## src/rtl/instruction_fetch_pkg.sv

```systemverilog
// instruction_fetch_pkg: shared word size, sequential PC step and the fetch
// FSM state encodings used by the instruction fetch stage.
package instruction_fetch_pkg;

  localparam int WORD_SIZE = 16;
  localparam int PC_STEP   = 1;

  // Fixed 2-bit encodings kept identical to the legacy state values.
  localparam logic [1:0] S_IDLE  = 2'd0;
  localparam logic [1:0] S_ISSUE = 2'd1;
  localparam logic [1:0] S_WAIT  = 2'd2;
  localparam logic [1:0] S_HOLD  = 2'd3;

endpackage

```

## src/rtl/instruction_fetch.sv

```systemverilog
// instruction_fetch: fetch stage sitting after program_counter. Issues a
// single-cycle-latency instruction-memory read at the current PC, advances
// or redirects the PC, and hands the fetched word to decode on valid/ready.
// One fetch in flight; three cycles per instruction with decode always ready.
//
// Ports:
//   clock, reset                 system clock, synchronous active-high reset
//   pc                           current PC from program_counter
//   pc_update_enable/pc_set_enable/pc_value  PC controls to program_counter
//   mem_read_enable, mem_address read strobe and address (address == pc)
//   mem_data                     read data, valid one cycle after the strobe
//   branch_enable, branch_target single-cycle redirect request and address
//   halt                         stop issuing new fetches
//   instr_valid/instr_ready      handshake to decode
//   instr_out, instr_pc          registered instruction and its address
//   fetch_count                  completed handshakes, wraps
module instruction_fetch
  import instruction_fetch_pkg::*;
#(
  parameter int WORD_SIZE = instruction_fetch_pkg::WORD_SIZE,
  parameter int PC_STEP   = instruction_fetch_pkg::PC_STEP
) (
  input  logic                 clock,
  input  logic                 reset,
  input  logic [WORD_SIZE-1:0] pc,
  output logic                 pc_update_enable,
  output logic                 pc_set_enable,
  output logic [WORD_SIZE-1:0] pc_value,
  output logic                 mem_read_enable,
  output logic [WORD_SIZE-1:0] mem_address,
  input  logic [WORD_SIZE-1:0] mem_data,
  input  logic                 branch_enable,
  input  logic [WORD_SIZE-1:0] branch_target,
  input  logic                 halt,
  output logic                 instr_valid,
  input  logic                 instr_ready,
  output logic [WORD_SIZE-1:0] instr_out,
  output logic [WORD_SIZE-1:0] instr_pc,
  output logic [WORD_SIZE-1:0] fetch_count
);

  localparam logic [WORD_SIZE-1:0] STEP = WORD_SIZE'(PC_STEP);

  logic [1:0]           state;
  logic [WORD_SIZE-1:0] issued_pc;
  logic                 handshake;

  assign mem_address = pc;
  assign handshake   = (state == S_HOLD) && instr_ready;

  // PC controls are combinational; reset masks them so a branch pulse
  // coinciding with reset cannot move the PC.
  always_comb begin
    pc_set_enable    = !reset && branch_enable;
    pc_update_enable = !reset && !branch_enable && (state == S_ISSUE);
    mem_read_enable  = !reset && (state == S_ISSUE);
    pc_value         = '0;
    if (pc_set_enable)
      pc_value = branch_target;
    else if (pc_update_enable)
      pc_value = STEP;
  end

  always_ff @(posedge clock) begin
    if (reset) begin
      state       <= S_IDLE;
      issued_pc   <= '0;
      instr_valid <= 1'b0;
      instr_out   <= '0;
      instr_pc    <= '0;
      fetch_count <= '0;
    end else begin
      if (handshake)
        fetch_count <= fetch_count + WORD_SIZE'(1);

      unique case (state)
        S_IDLE:  state <= halt ? S_IDLE : S_ISSUE;
        S_ISSUE: begin
          issued_pc <= pc;
          state     <= S_WAIT;
        end
        S_WAIT: begin
          // A redirect in this cycle drops the returning word.
          if (!branch_enable) begin
            instr_out   <= mem_data;
            instr_pc    <= issued_pc;
            instr_valid <= 1'b1;
          end
          state <= S_HOLD;
        end
        S_HOLD: begin
          if (instr_ready || branch_enable)
            instr_valid <= 1'b0;
          if (instr_ready)
            state <= halt ? S_IDLE : S_ISSUE;
        end
        default: state <= S_IDLE;
      endcase

      // Redirect overrides whatever the state decode chose above.
      if (branch_enable)
        state <= halt ? S_IDLE : S_ISSUE;
    end
  end

endmodule

```

## config.mk

```make
export PLATFORM = sky130hd
export DESIGN_NAME = instruction_fetch
export DESIGN_NICKNAME = d
export VERILOG_FILES = /design/src/rtl/instruction_fetch_pkg.sv /design/src/rtl/instruction_fetch.sv
export SDC_FILE = /design/constraint.sdc
export NUM_CORES = 1
export LEC_CHECK = 0
export BUFFER_PORTS_ARGS = -buffer_cell sky130_fd_sc_hd__buf_2
export CORE_UTILIZATION = 49
export CTS_CLUSTER_DIAMETER = 40
export DETAILED_ROUTE_END_ITERATION = 8
export PLACE_DENSITY = 0.95
export SYNTH_ARGS = -nofsm -noshare
export SYNTH_HDL_FRONTEND = slang
export SYNTH_SLANG_ARGS = --single-unit
```

## constraint.sdc

```tcl
create_clock -name clock -period 5.1 [get_ports clock]
set_input_delay 0 -clock clock [delete_from_list [all_inputs] [get_ports clock]]
set_output_delay 0 -clock clock [all_outputs]
set_load 0.01 [all_outputs]
```

==> impl_results.md <==
- CTS tree: built
- Post-DRT Antenna Nets: 0
- NumNets Final: 533
- Crit end category: primary output
- Metal2 WL: 4190 um
- Ys async rst share: 0
- DR WL/cell: 14.0 um
- Number of global-route vias before repair: 2,636
- Gate power share: 0.088
- Full die area: 6010 sq um
- Post-CTS Resized: 0
- Detailed Routing Iterations Pass 1: 4
- Final instance area: 3990 sq um
- GR Util All Layers: 0.259
- Synth warnings: 0
- Clock power frac: 0.492
- Register bit total from synthesis: 67
- Synth top area share: 0.480
- Synth area leader: dfxtp_1
- Vias/cell: 5.05
- Fmax: 473 MHz
- Status: complete, no violations
- Post-synth cell types: 30
- Placed inst area: 3370 sq um
- CP max-delay cell: ha_1
- CP max FO: 18
- # setup viols final: 0
- Peak supply drop: 0.267 mV
- Syn Nets: 388
- Leak pwr: 0.00185 uW
- Cell mode on critical path: nor2b_1
- Clk sinks: 67
- Worst EP arrival: 2120 ps
- Pwr Density: 321 nW/um^2
- Core ar.: 5510 sq um
- Height of the die: 77.5 um
- Sequential fraction of design power: 0.421
- Sw frac: 0.209
- Met1 wire length: 2800 um
- Final Skew: 8.68 ps
- Setup slack after layout: 2980 ps
- Avg Inst Size Synth: 8.44 sq um
- Final number of max-transition violations: 0
- DR top layer: met4
- Row count: 27
- Post-synthesis simple-gate area fraction: 0.243
- Worst Tran Pin Value: 1200 ps
- Synth Area in Compound Gates: 0.0838
- CTS buffer count: 9
- I/O Buffers: 136
- Post-synthesis xor/xnor area fraction: 0.0376
- Share of cells above drive strength 1: 0.328
- Final WL: 7740 um
- Worst slack, placed: 3160 ps
- WP data required: 5100 ps
- Reg clk slew, reported paths: 70 ps
- Switching pwr: 268 uW
- Routed vias: 2,792
- H-tree lvl count: 3
- # IOs: 137
- Initial antenna violation count: 0
- Critical Path, Cell by Cell: ha_1, nor2b_1, nor2b_1, buf_2
- Main area contributors after synthesis: dfxtp_1 48%, nand2_1 9.5%, a21oi_1 6.6%, mux2i_1 6.1%, buf_4 4.6%
- Sequential element share of the synthesized area: 0.480
- Post-synthesis mux area share: 0.0609
- Final worst path period need: 2120 ps
- First-pass GRT wire length: 11,900 um
- Post-route DRC: 0
- Final period util: 0.415
- Final hold viol count: 0
- Synth Instances: 331
- Total congestion overflow: 0
- Main combinational cell family by area after synthesis: simple AND/OR/NAND/NOR gates
- Setup bufs post-CTS: 0
- Commonest non-fill, non-tap cells in the layout: 136 x buf_2, 71 x nand2_1, 67 x dfxtp_1
- Largest net degree at the start of global routing: 71
- Root Buffer: clkbuf_8
- Starting density of the core: 0.507
- Slew HR: 0.198
- HPWL after DPL: 4600 um
- Clk Latency, worst-skew pair: 340 ps
- Max-Cap Viols: 0
- Hold Crit Class: in2reg
- GP Congestion: 0.766
- Antenna diode count: 0
- P_int: 1020 uW
- CP Launch Type: register
- Critical path type: reg2out
- Post-synth design cell area: 2790 sq um
- Hold WS: 42.0 ps
- Number of synthesized flops with an enable pin: 0
- Fin util: 0.725
- Met3 wire len: 452 um
- RSZ-0062 raised after global routing: false
- Setup TNS: 0 ps
- Die width: 77.5 um
- Crit path largest cell delay: 880 ps
- Fraction of the mapped netlist area in adder cells: 0.0179
- Clk buf depth: 2
- Main synth FF type: dfxtp_1
- Area growth, synth to finish: 43.0%
- Most common cell after layout, fill and taps aside: buf_2
- Initial detailed-routing violation count: 187
-- layer usage --
metal	global-route usage	vias up
li1	-	1354
met1	0.252	1265
met2	0.488	145
met3	0.0659	28
met4	0.151	0
met5	0	-
-- metrics by stage --
| step | instances | power [uW] |
|---|---|---|
| after global routing | 553 | 1330 |
| after floorplan | 331 | 607 |
| after CTS | 553 | 1290 |
| after detailed placement | 504 | 641 |
| after global placement | 504 | 638 |
| final | 553 | 1280 |
-- cells in the mapped netlist, types with 2 or more instances --
cell type and instances:
xor2_1 12, mux2i_1 17, nand2b_1 2, buf_2 3
buf_4 17, dfxtp_1 67, o31ai_1 2, a21oi_1 37
o21ai_0 2, nand2_1 71, nand3_1 4, nor2_1 33
inv_1 2, or4_1 2, ha_1 4, nor2b_1 4
nand4_1 6, and2_1 16, nor3_1 2, and4_1 3
clkbuf_1 16
-- timing repair --
| action | CTS | global route |
|---|---|---|
| endpoints found under the setup margin | 0 | 0 |
| hold buffers | 33 | 0 |
| endpoints found under the hold margin | 33 | 0 |
-- cells by family (layout without fill, tap and decap cells) --
logic type      after synthesis  in the layout
xor+xnor                     12             12
buf+inv                      39            189
compound gates               44             44
mux                          17             17
fa+ha+maj                     4              4
simple gates                148            148
flops                        67             67
-- final timing paths --
kind                                          startpoint                         to  slack (ps)  cells past startpoint
worst min-delay path                       branch_enable      state[1]$_SDFFE_PP0P_          40                      2
worst min register to register  instr_pc[2]$_SDFFE_PP0P_   instr_pc[2]$_SDFFE_PP0P_         450                      2
worst max-delay path               state[0]$_SDFFE_PP0P_           pc_update_enable        2980                      4
worst max register to register     state[0]$_SDFFE_PP0P_  instr_pc[11]$_SDFFE_PP0P_        3090                      5
-- power by group through the flow --
stage	clock network [uW]	logic [uW]	registers (uW)
floorplan	0	56.0	551
global placement	0	87.8	551
detailed placement	0	90.0	551
CTS	639	110	539
global route	664	122	540
finish	631	113	539
-- layout make-up --
type,count,area [sq um]
repair buffers,171,1030
clock inverters,7,164
flip-flops and latches,67,1340
multi-input cells,225,1240
clock buffers,9,124
inverters,2,7.51
fillers,428,1510
well taps,72,90.1
-- sequential cells by signal, summed over array words and instances (netlist names) --
name / flops
instr_valid: 1
issued_pc: 16
fetch_count: 16
instr_out: 16
instr_pc: 16
state: 2
-- worst max-delay path, delay by kind of cell (launching register included) --
kind	cells	cell delay [ps]
adders and majority gates	1	880
buffers and inverters	1	130
DFF	1	390
and+or+nand+nor	2	380
Power figures use the tool's default switching activity.
